$ cat src/rtl/aig_tt_pkg.sv
// Shared definitions for the 4-input AIG truth-table reader.
package aig_tt_pkg;

  localparam int NUM_IN = 4;
  localparam int TT_W   = 16;

  typedef enum logic [1:0] {
    IDLE = 2'd0,
    SCAN = 2'd1,
    DONE = 2'd2
  } state_t;

  // Truth table of the projection y = x_i over all 16 minterms.
  function automatic logic [TT_W-1:0] tt_of_var(input int unsigned i);
    logic [TT_W-1:0] r;
    case (i)
      0:       r = 16'hAAAA;
      1:       r = 16'hCCCC;
      2:       r = 16'hF0F0;
      3:       r = 16'hFF00;
      default: r = 16'h0000;
    endcase
    return r;
  endfunction

endpackage

$ cat src/rtl/aig_settle_timer.sv
// Down-counter that paces each minterm: load reloads SETTLE-1, zero flags the sample cycle.
module aig_settle_timer #(
  parameter int SETTLE = 1
) (
  input  logic clk,
  input  logic rst_n,
  input  logic load,
  input  logic dec,
  output logic zero
);

  localparam int CW = (SETTLE > 1) ? $clog2(SETTLE) : 1;
  localparam logic [CW-1:0] RELOAD = CW'(SETTLE - 1);

  logic [CW-1:0] count;

  // Load wins over decrement; the counter parks at zero.
  always_ff @(posedge clk) begin
    if (!rst_n) begin
      count <= '0;
    end else if (load) begin
      count <= RELOAD;
    end else if (dec && (count != '0)) begin
      count <= count - CW'(1);
    end
  end

  assign zero = (count == '0);

endmodule

$ cat src/rtl/aig_tt_extractor.sv
// Drives all 16 minterms into a 4-input cone, assembles its truth table and
// compares it with an expected table latched at start.
module aig_tt_extractor
  import aig_tt_pkg::*;
#(
  parameter int SETTLE = 1
) (
  input  logic              clk,
  input  logic              rst_n,
  input  logic              start_valid,
  output logic              start_ready,
  input  logic [TT_W-1:0]   expect_tt,
  output logic [NUM_IN-1:0] stim_x,
  input  logic              dut_y,
  output logic [TT_W-1:0]   tt,
  output logic [TT_W-1:0]   mismatch,
  output logic              match,
  output logic              tt_valid,
  input  logic              tt_ready
);

  if (SETTLE < 1) begin : g_bad_settle
    $error("aig_tt_extractor: SETTLE must be at least 1");
  end

  state_t          state, state_next;
  logic [TT_W-1:0] exp_tt;
  logic [TT_W-1:0] tt_sampled;
  logic            zero, load, dec, accept, sample, release_res;

  aig_settle_timer #(.SETTLE(SETTLE)) u_timer (
    .clk   (clk),
    .rst_n (rst_n),
    .load  (load),
    .dec   (dec),
    .zero  (zero)
  );

  // Next-state and per-cycle control strobes.
  always_comb begin
    state_next  = state;
    load        = 1'b0;
    dec         = 1'b0;
    accept      = 1'b0;
    sample      = 1'b0;
    release_res = 1'b0;
    case (state)
      IDLE: begin
        if (start_valid) begin
          accept     = 1'b1;
          load       = 1'b1;
          state_next = SCAN;
        end
      end
      SCAN: begin
        if (zero) begin
          sample = 1'b1;
          if (stim_x == 4'hF) state_next = DONE;
          else                load       = 1'b1;
        end else begin
          dec = 1'b1;
        end
      end
      DONE: begin
        if (tt_ready) begin
          release_res = 1'b1;
          state_next  = IDLE;
        end
      end
      default: state_next = IDLE;
    endcase
  end

  // Table including the bit captured at this edge, so the final compare sees bit 15.
  always_comb begin
    tt_sampled         = tt;
    tt_sampled[stim_x] = dut_y;
  end

  assign start_ready = (state == IDLE);

  // State register.
  always_ff @(posedge clk) begin
    if (!rst_n) state <= IDLE;
    else        state <= state_next;
  end

  // Minterm index, capture and result registers.
  always_ff @(posedge clk) begin
    if (!rst_n) begin
      stim_x   <= '0;
      tt       <= '0;
      mismatch <= '0;
      match    <= 1'b0;
      tt_valid <= 1'b0;
    end else begin
      if (accept) begin
        exp_tt <= expect_tt;
        stim_x <= '0;
        tt     <= '0;
      end
      if (sample) begin
        tt <= tt_sampled;
        if (stim_x != 4'hF) begin
          stim_x <= stim_x + 4'd1;
        end else begin
          tt_valid <= 1'b1;
          mismatch <= tt_sampled ^ exp_tt;
          match    <= (tt_sampled == exp_tt);
        end
      end
      if (release_res) begin
        tt_valid <= 1'b0;
        stim_x   <= '0;
      end
    end
  end

endmodule

$ cat config.mk
export PLATFORM = sky130hd
export DESIGN_NAME = aig_tt_extractor
export DESIGN_NICKNAME = d
export VERILOG_FILES = /design/src/rtl/aig_tt_pkg.sv /design/src/rtl/aig_settle_timer.sv /design/src/rtl/aig_tt_extractor.sv
export SDC_FILE = /design/constraint.sdc
export NUM_CORES = 1
export LEC_CHECK = 0
export BUFFER_PORTS_ARGS = -buffer_cell sky130_fd_sc_hd__buf_2
export CORE_MARGIN = 3
export CORE_UTILIZATION = 50
export DETAILED_ROUTE_END_ITERATION = 8
export PLACE_DENSITY = 0.78
export SLEW_MARGIN = 5
export SYNTH_ARGS = -nofsm -noshare
export SYNTH_HDL_FRONTEND = slang
export SYNTH_SLANG_ARGS = --single-unit
$ cat constraint.sdc
create_clock -name clk -period 2.43 [get_ports clk]
set_input_delay 0.3645 -clock clk [delete_from_list [all_inputs] [get_ports clk]]
set_output_delay 0.3645 -clock clk [all_outputs]
set_load 0.01 [all_outputs]
; Word level (Yosys, flattened, before mapping)
; Cells that the tools add are included.
[op_classes]
n_shift = 0
n_mux = 24
magnitude_cmp = 2
eq_ne = 9
bitwise_logic = 3
reduce_logical = 9
div_mod_pow = 0
mul = 0
n_addsub = 2
[ops]
columns = op, count
row1 = $mux W16, 2
row2 = $bwmux W16, 1
row3 = $eq A16 B16 Y1, 1
row4 = $xor A16 B16 Y16, 1
row5 = $mux W4, 3
row6 = $mux W1, 11
row7 = $mux W2, 4
row8 = $ne A2 B2 Y1 const B, 4
row9 = $pmux W2 S3, 1
row10 = $lt A4 B5 Y1 const B, 1
row11 = $add A4 B1 Y4 const B, 1
row12 = $demux W1 S4, 1
row13 = $eq A4 B4 Y1 const B, 1
row14 = $ge A4 B1 Y1 const B, 1
row15 = $ne A4 B4 Y1 const B, 1
row16 = $reduce_and A2 Y1, 2
row17 = $reduce_and A4 Y1, 1
row18 = $reduce_or A2 Y1, 2
row19 = $eq A2 B1 Y1 const B, 1
row20 = $eq A2 B2 Y1 const B, 1
row21 = $logic_and A1 B1 Y1, 2
row22 = $logic_not A2 Y1, 1
row23 = $not A1 Y1, 2
row24 = $pmux W1 S2, 1
row25 = 2 further kinds, 2
[word_totals]
romBits = 0
input_bits = 21
wordCells = 57
regBits = 57
latch_bits = 0
mem_count = 0
ramBits = 0

; Depth between registers and ports, before layout
; Gate-level depths: netlist (run 1).
[depth]
word_depth = 6
ltp_mapped = 9
depth_no_buf = 8

; Modules after synthesis
; From an unflattened synthesis (run 1), not the netlist that was laid out.
[hier_totals]
hier_cells = 275
area_unflattened_um2 = 2783.9
[modules_own_cells]
columns = mod, area_per_inst_um2, seq_area_each_um2, cells_each, instances
row1 = aig_tt_extractor, 2747.6, 1281.2, 272, 1
row2 = aig_settle_timer, 36.3, 20.0, 3, 1

; Least setup slack after synthesis (run 1)
; Ideal clock, no wire load.
[synth_timing]
path_kind = reg2reg
start = reg stim_x[0]
end = reg match
synth_period_minus_slack_ns = 1.981
n_path_buf = 0
setup_slack_ns = 0.449
stages_incl_launch_ff = 9
arrival_ns = 1.912
t_required_ns = 2.361
path_cell_list = dfxtp_1 inv_1 ha_1 nor3b_1 mux2i_1 xnor2_1 nor4_1 nand3_1 o21ai_1
[synth_between]
elab_chain_cells = 6
[synth_lines]
columns = item, line_no
row1 = from (decl), aig_tt_extractor.sv:13  ; output logic [NUM_IN-1:0] stim_x,
row2 = from (signal assigned), aig_tt_extractor.sv:105  ; stim_x <= stim_x + 4'd1;
row3 = $lt A4 B5 Y1 (not written as such) or $ge A4 B1 Y1 (tied branches), aig_tt_extractor.sv:77  ; tt_sampled[stim_x] = dut_y;
row4 = $logic_and A1 B1 Y1 (not written as such), aig_tt_extractor.sv:77
row5 = $mux W1 (not written as such), aig_tt_extractor.sv:77
row6 = $demux W1 S4, aig_tt_extractor.sv:77
row7 = $bwmux W16, aig_tt_extractor.sv:77
row8 = $eq A16 B16 Y1, aig_tt_extractor.sv:109  ; match <= (tt_sampled == exp_tt);
row9 = to (signal assigned), aig_tt_extractor.sv:109
row10 = to (decl), aig_tt_extractor.sv:17  ; output logic match,
; Several ways; a longest one is shown, not always the timed one.
; A chain may end at the register's enable or synchronous reset.

; Final worst setup path (run 1)
[layout_timing]
start = reg stim_x[1]
end = reg match
; The elaborated chain is that of the path after synthesis.

==> results of run 1 <==
## synthesized netlist by cell type, drive strengths merged
cell type   n
dfxtp      41
nand2      39
a21oi      38
o21ai      18
edfxtp     16
mux2i      16
nand3      16
xnor2      15
nor2       14
buf        10
clkbuf      9
nand3b      9
ha          6
a22oi       5
nor3b       5
and2        4
and3        4
inv         4
nand4       3
nor4        3
a311oi      2
or3b        2
a32oi       1
clkinv      1
nand2b      1
nor2b       1
nor3        1
o21bai      1
o311ai      1
xor2        1
## routing by layer
metal | global-route usage (%) | part of all wire (%) | vias to the layer above
li1 | - | - | 1137
met1 | 28.2 | 42 | 1082
met2 | 36.1 | 48 | 88
met3 | 5.56 | 6.4 | 22
met4 | 14.4 | 3.8 | 0
met5 | 0 | 0 | -
## flip-flops by register name (all words and copies together) (netlist names)
register / count
state: 2
mismatch: 16
tt_valid: 1
u_timer.count: 1
tt: 16
stim_x: 4
exp_tt: 16
match: 1
## power by group through the flow
stage                     clock, mW  combinational, mW  sequential, mW
after floorplan                   0             0.0898            1.02
after global placement            0              0.136            1.03
after detailed placement          0              0.138            1.03
after CTS                      1.08              0.139            1.01
after global routing           1.12              0.157            1.01
final                          1.07              0.141            1.01
## final cells by class
class                   instances  area share, %
flip-flops and latches         57           39.6
multi-input cells             206           38.5
repair buffers                 70           11.5
clock buffers                  10           3.88
clock inverters                 6           3.24
well taps                      70           2.67
inverters                       5          0.571
## cell families after synthesis
logic type / Yosys count / share of synthesized area (%)
AND/OR/NAND/NOR: 102 / 19.5
AO/OA/AOI/OAI: 66 / 13.4
flip-flops: 57 / 48.4
buffers and inverters: 24 / 4.70
XOR/XNOR: 16 / 5.21
multiplexers: 16 / 5.96
adder cells (fa/ha/maj): 6 / 2.79
## worst max-delay path, stage by stage, from the launching register on
cell	delay (ps)
dfxtp_1	480
ha_1	360
nor3b_1	400
mux2i_1	270
xnor2_1	120
nor4_1	260
nand3_1	120
o21ai_1	130
## stage by stage
step / std cells / area, um^2 / total power, mW
floorplan: 287 / 2690 / 1.11
global placement: 408 / 3050 / 1.16
detailed placement: 408 / 3050 / 1.16
CTS: 424 / 3280 / 2.22
global route: 424 / 3290 / 2.28
finish: 424 / 3290 / 2.21
## what timing repair did
action / CTS / global route
hold buffers: 0 / 0
endpoints found under the setup margin: 0 / 1
resized for setup: 0 / 1
## final timing paths
check	end	slack, ps	from
worst min-delay path	exp_tt[13]$_DFFE_PP_	190	expect_tt[13]
worst min register to register	mismatch[14]$_SDFFE_PN0P_	450	mismatch[14]$_SDFFE_PN0P_
worst max-delay path	match$_SDFFE_PN0P_	250	stim_x[1]$_SDFF_PP0_
worst max register to register	match$_SDFFE_PN0P_	250	stim_x[1]$_SDFF_PP0_
==> impl_results.md, run 1 <==
- Outcome: complete, no violations
- Sw Share: 22.2%
- Synth Area per Inst: 9.37 um^2
- Leakage dissipation: 1.34 nW
- Drt drc: 0
- Logic pwr share: 6.4%
- Critical path required time: 2720 ps
- Worst-case reg-to-reg path depth: 7
- Slew @ Worst Pin: 636 ps
- IO buf count: 59
- CTS Sinks: 57
- Yosys cell types: 38
- Slew Limit Fails: 0
- Commonest non-fill, non-tap cell in the layout: buf_2
- Register area: 0.00130 mm^2
- First-pass GRT wire length: 10,900 um
- Synth Warn #: 0
- Setup Viol. Count Final: 0
- Congestion Overflow GR: 0
- Synth area leaders: dfxtp_1, edfxtp_1, a21oi_1
- Psw: 0.492 mW
- Core ar.: 0.00514 mm^2
- Postcts setup bufs: 0
- GRT Total Usage: 23.0%
- DP Wirelength: 4690 um
- Multi-input gate area: 0.00127 mm^2
- IO Pins: 60
- Largest net degree at the start of global routing: 34
- Via density: 5.49
- Die area: 0.00629 mm^2
- Period utilization: 89.7%
- Slew margin rel.: 57.5%
- CTS Buffer Depth: 2
- Layout cells sized above 1: 25.4%
- FP Rows: 26
- PwrDens: 674 mW/mm^2
- Layout Nets: 376
- Final worst slack: 250 ps
- Worst VDD drop: 0.000480 V
- Unrepaired setup endpoints after global routing: false
- Antenna violations before repair: 0
- Area leader, netlist: dfxtp_1
- Crit Path Class: reg -> reg
- Total of max-cap violations: 0
- Syn nets: 314
- Total Wirelength: 6670 um
- Routed vias: 2,329
- Post-route ant nets: 0
- Height of the die: 79.3 um
- Critical path peak fanout: 9
- Iteration-0 DRC Markers: 304
- Final Util: 63.9%
- Setup WS pre-CTS: 232 ps
- Fillcell total: 448
- Register area share after synthesis: 48.4%
- Setup crit start kind: register
- Num CTS Buffers: 9
- Setup TNS: 0 ps
- Cells after Synth: 287
- H-Tree Depth: 3
- Clock Skew: 9.83 ps
- DR pass1 iterations: 4
- Commonest non-fill, non-tap cells in the layout: buf_2, dfxtp_1, nand2_1
- Final hold vios: 0
- Yosys top cell area share: 30.5%
- Worst min path class: in -> reg
- Antenna Cells: 0
- Synth Cell Area: 0.00269 mm^2
- Synth Register Bits: 57
- RePlAce Congestion: 0.838
- CTS tree: yes
- Clk pwr share: 48.2%
- CP arrival: 2470 ps
- Routed len/inst: 15.7 um
- Initial Utilization: 52.3%
- Worst hold slack: 190 ps
- Worst setup EP type: register
- Sequential share of power: 45.4%
- Final min period: 2180 ps
- P_int: 1.72 mW
- Hold path cells: 1
- Clock Latency Late Sink: 350 ps
- Worst-path clk slew: 70 ps
- Clock root cell: clkbuf_8
- Synth-to-Final Area Change: 22.2%
- Vias in the first global route: 2,271
- Max Fclk: 459 MHz
- Die W: 79.3 um
Power figures use the tool's default switching activity.
==> run 2: changes to the inputs <==
--- a/config.mk
+++ b/config.mk
@@ -6,7 +6,7 @@
 export NUM_CORES = 1
 export LEC_CHECK = 0
 export BUFFER_PORTS_ARGS = -buffer_cell sky130_fd_sc_hd__buf_2
-export CORE_MARGIN = 3
+export CORE_MARGIN = 1.5
 export CORE_UTILIZATION = 50
 export DETAILED_ROUTE_END_ITERATION = 8
 export PLACE_DENSITY = 0.78
==> impl_results.md, run 2 (synthesis gave the netlist of run 1 again) <==
- Setup TNS: 0 ps
- Dpl cells: 407
- Fillcell total: 481
- Layout Nets: 375
- CP arrival: 2430 ps
- Postcts setup bufs: 0
- Worst setup EP type: register
- Worst R2R Start: stim_x[1]$_SDFF_PP0_
- Clock root cell: clkbuf_8
- Outcome: complete, no violations
- Total of max-cap violations: 0
- IO buf count: 59
- Final hold vios: 0
- Commonest non-fill, non-tap cell in the layout: buf_2
- Height of the die: 76.3 um
- Num CTS Buffers: 9
- Via density: 5.55
- Leakage dissipation: 1.32 nW
- Setup crit start kind: register
- Die W: 76.3 um
- Routed vias: 2,346
- GRT Total Usage: 24.0%
- Biggest regs: exp_tt (16), mismatch (16), tt (16)
- Clock Skew: 11.6 ps
- Setup Viol. Count Final: 0
- Antenna Cells: 0
- Drt drc: 0
- DR pass1 iterations: 4
- Layout cells sized above 1: 26.3%
- Critical path required time: 2710 ps
- CTS tree: yes
- Slew @ Worst Pin: 670 ps
- Max Fclk: 466 MHz
- Fin cells: 423
- Initial Utilization: 52.3%
- Commonest non-fill, non-tap cells in the layout: buf_2, dfxtp_1, nand2_1
- Worst Min Path Start: expect_tt[14]
- Slew margin rel.: 55.3%
- Die area: 0.00583 mm^2
- Worst-case reg-to-reg path depth: 7
- Total Wirelength: 6550 um
- Clock Latency Late Sink: 350 ps
- Unrepaired setup endpoints after global routing: false
- First-pass GRT wire length: 10,600 um
- Worst-path clk slew: 70 ps
- Largest net degree at the start of global routing: 34
- Synth-to-Final Area Change: 20.6%
- FP Rows: 26
- Core ar.: 0.00514 mm^2
- Worst R2R End: match$_SDFFE_PN0P_
- CTS Sinks: 57
- Post-route ant nets: 0
- Worst hold slack: 196 ps
- Congestion Overflow GR: 0
- Worst min path class: in -> reg
- Crit Path Class: reg -> reg
- CTS Buffer Depth: 2
- Worst R2R Setup Slack: 290 ps
- Final min period: 2140 ps
- Worst VDD drop: 0.000417 V
- DP Wirelength: 4620 um
- RePlAce Congestion: 0.874
- Antenna violations before repair: 0
- Total power: 2.00 mW
- PwrDens: 618 mW/mm^2
- Routed len/inst: 15.5 um
- Worst Hold Path EP: exp_tt[14]$_DFFE_PP_
- Slew Limit Fails: 0
- Critical path peak fanout: 9
- H-Tree Depth: 3
- Iteration-0 DRC Markers: 248
- IO Pins: 60
- Hold path cells: 1
- Period utilization: 88.2%
- Vias in the first global route: 2,248
run 2: cell count changes in the layout (fill, tap and decap cells not counted), sizes merged:
cell,change
clkinv,+1
bufinv,-2
buf,-1
clkinvlp,+1
run 2: area by class of cell:
class	count	area [um^2]	area share [%]
sequential	57	1300	40.1
multi-input combinational	206	1280	39.4
timing repair buffer	69	370	11.4
clock buffer	10	128	3.94
tap	70	87.6	2.70
clock inverter	6	60.1	1.85
inverter	5	18.8	0.579
run 2: worst max-delay path, cell delays in order, from the launching register on:
cell and delay, ps:
dfxtp_1 510, ha_1 370, and3_1 270, mux2i_1 250, xnor2_1 130, nor4_2 270, nand4_1 140, o21ai_1 130
run 2: stage by stage:
stage	util, %	area [um^2]	setup slack [ps]
6_report	63.1	3240	286
5_1_grt	63.1	3240	61.6
4_1_cts	62.8	3230	186
3_5_place_dp	59.1	3040	203
3_3_place_gp	59.1	3040	310
2_1_floorplan	-	2690	449
run 2: routing by layer:
metal | track usage (%) | vias up | routed length [um]
met5 | 0 | - | 0
met1 | 28.2 | 1104 | 2730
li1 | - | 1131 | -
met4 | 14.4 | 0 | 227
met2 | 38.2 | 90 | 3200
met3 | 7.90 | 21 | 385
run 2: worst max-delay path by stage:
stage | cells past startpoint | to | start | slack, ps
after floorplan | 8 | match$_SDFFE_PN0P_ | stim_x[0]$_SDFF_PP0_ | 450
after global placement | 8 | match$_SDFFE_PN0P_ | stim_x[0]$_SDFF_PP0_ | 310
after detailed placement | 8 | match$_SDFFE_PN0P_ | stim_x[0]$_SDFF_PP0_ | 200
after CTS | 8 | match$_SDFFE_PN0P_ | stim_x[0]$_SDFF_PP0_ | 190
after global routing | 8 | match$_SDFFE_PN0P_ | stim_x[1]$_SDFF_PP0_ | 60
final | 7 | match$_SDFFE_PN0P_ | stim_x[1]$_SDFF_PP0_ | 290
run 2: where the power goes:
part | leakage (nW) | internal [mW] | switching, mW
clock network | 0.0920 | 0.467 | 0.387
logic | 0.749 | 0.0533 | 0.0886
registers | 0.479 | 0.993 | 0.0127
total | 1.32 | 1.51 | 0.488
run 2: repair_timing:
action,in CTS,in global routing
resized for setup,0,4
endpoints found under the hold margin,0,0
hold buffers,0,0
endpoints found under the setup margin,0,1
==> run 3: changes to the inputs <==
--- a/config.mk
+++ b/config.mk
@@ -6,8 +6,10 @@
 export NUM_CORES = 1
 export LEC_CHECK = 0
 export BUFFER_PORTS_ARGS = -buffer_cell sky130_fd_sc_hd__buf_2
+export CORE_ASPECT_RATIO = 0.9
 export CORE_MARGIN = 1.5
 export CORE_UTILIZATION = 50
+export CTS_BUF_LIST = sky130_fd_sc_hd__clkbuf_16
 export DETAILED_ROUTE_END_ITERATION = 8
 export PLACE_DENSITY = 0.78
 export SLEW_MARGIN = 5
==> impl_results.md, run 3 (synthesis gave the netlist of run 1 again) <==
- Outcome: complete, no violations
- Congestion Overflow GR: 0
- Total power: 2.34 mW
- IO buf count: 59
- Total Wirelength: 6640 um
- Post-route ant nets: 0
- Num CTS Buffers: 9
- RePlAce Congestion: 0.897
- Worst VDD drop: 0.000446 V
- IO Pins: 60
- Clock root cell: clkbuf_16
- Total of max-cap violations: 0
- Setup Viol. Count Final: 0
- Die W: 80.3 um
- Height of the die: 72.6 um
- Slew Limit Fails: 0
- Layout cells sized above 1: 25.2%
- Routed vias: 2,294
- Max Fclk: 458 MHz
- CTS Hold Bufs: 0
- PwrDens: 703 mW/mm^2
- DR pass1 iterations: 5
- FP Rows: 25
- Slew margin rel.: 56.1%
- H-Tree Depth: 3
- Commonest non-fill, non-tap cells in the layout: buf_2, dfxtp_1, nand2_1
- Iteration-0 DRC Markers: 159
- Slew @ Worst Pin: 656 ps
- GRT Total Usage: 24.2%
- Clock Latency Late Sink: 330 ps
- Layout Nets: 375
- Fillcell total: 434
- Clock Skew: 6.21 ps
- Period utilization: 89.8%
- Critical path required time: 2690 ps
- Crit Path Class: reg -> reg
- Core ar.: 0.00522 mm^2
- Final hold vios: 0
- Worst min path class: in -> reg
- Drt drc: 0
- Commonest non-fill, non-tap cell in the layout: buf_2
- Worst setup EP type: register
- Leakage dissipation: 1.38 nW
- CP arrival: 2440 ps
- Largest net degree at the start of global routing: 34
- Routed len/inst: 15.8 um
- Antenna violations before repair: 0
- CTS Buffer Depth: 2
- Via density: 5.46
- First-pass GRT wire length: 10,400 um
- DP Wirelength: 4520 um
- Setup WS pre-CTS: 199 ps
- CTS Sinks: 57
- Unrepaired setup endpoints after global routing: false
- Setup TNS: 0 ps
- Synth-to-Final Area Change: 23.7%
- Final worst slack: 247 ps
- Die area: 0.00583 mm^2
- Final min period: 2180 ps
- Biggest regs: exp_tt (16), mismatch (16), tt (16)
- Vias in the first global route: 2,149
- Initial Utilization: 51.5%
- Critical path peak fanout: 9
- Setup crit start kind: register
- CTS tree: yes
- Antenna Cells: 0
- Worst-path clk slew: 50 ps
-- run 3: cell count changes in the layout (fill, tap and decap cells not counted), sizes merged --
cell      delta
clkinvlp     -2
inv          +2
clkbuf       -1
clkinv       +1
-- run 3: path summary, 6_finish.rpt --
path	from	end	slack (ps)	cells past startpoint
max	stim_x[1]$_SDFF_PP0_	match$_SDFFE_PN0P_	250	9
min	expect_tt[9]	exp_tt[9]$_DFFE_PP_	210	1
max reg2reg	stim_x[1]$_SDFF_PP0_	match$_SDFFE_PN0P_	250	9
min reg2reg	mismatch[0]$_SDFFE_PN0P_	mismatch[0]$_SDFFE_PN0P_	450	2
-- run 3: stage by stage --
| step | instances | utilization [%] | hold slack (ps) | area, um^2 |
|---|---|---|---|---|
| 2_1_floorplan | 287 | - | 463 | 2690 |
| 3_3_place_gp | 404 | 58.1 | 442 | 3040 |
| 3_5_place_dp | 404 | 58.1 | 448 | 3040 |
| 4_1_cts | 420 | 63.5 | 202 | 3320 |
| 5_1_grt | 420 | 63.7 | 201 | 3330 |
| 6_report | 420 | 63.7 | 213 | 3330 |
-- run 3: routing by layer --
metal	vias up	wire, um	GRT usage (%)
met5	-	0	0
met4	0	99	7.85
met3	9	423	7.12
met2	81	3160	37.9
met1	1069	2950	32.2
li1	1135	-	-
-- run 3: critical path, cell delays in order, from the launching register on --
cell and delay, ps:
dfxtp_1 510, inv_1 120, ha_1 270, buf_4 190, nand3b_1 90, mux2i_1 270, xnor2_1 110, nor4_1 290
nand3_1 120, o21ai_1 140
-- run 3: where the power goes --
| part | internal (mW) | total [mW] | switching, mW | leakage (nW) |
|---|---|---|---|---|
| sequential | 0.996 | 1.01 | 0.0127 | 0.479 |
| combinational | 0.0536 | 0.144 | 0.0899 | 0.751 |
| clock | 0.774 | 1.19 | 0.412 | 0.149 |
| total | 1.82 | 2.34 | 0.515 | 1.38 |
-- run 3: repair_timing --
action | CTS | global route
gates resized for setup | 0 | 2
endpoints found under the setup margin | 0 | 1
buffers inserted | 0 | 0
-- run 3: layout make-up --
class                   instances  area (um^2)  share of cell area [%]
multi-input cells             206         1270                    38.2
well taps                      67         83.8                    2.52
repair buffers                 69          370                    11.1
inverters                       5         18.8                   0.564
flip-flops and latches         57         1300                    39.1
clock inverters                 7         56.3                    1.69
clock buffers                   9          225                    6.77
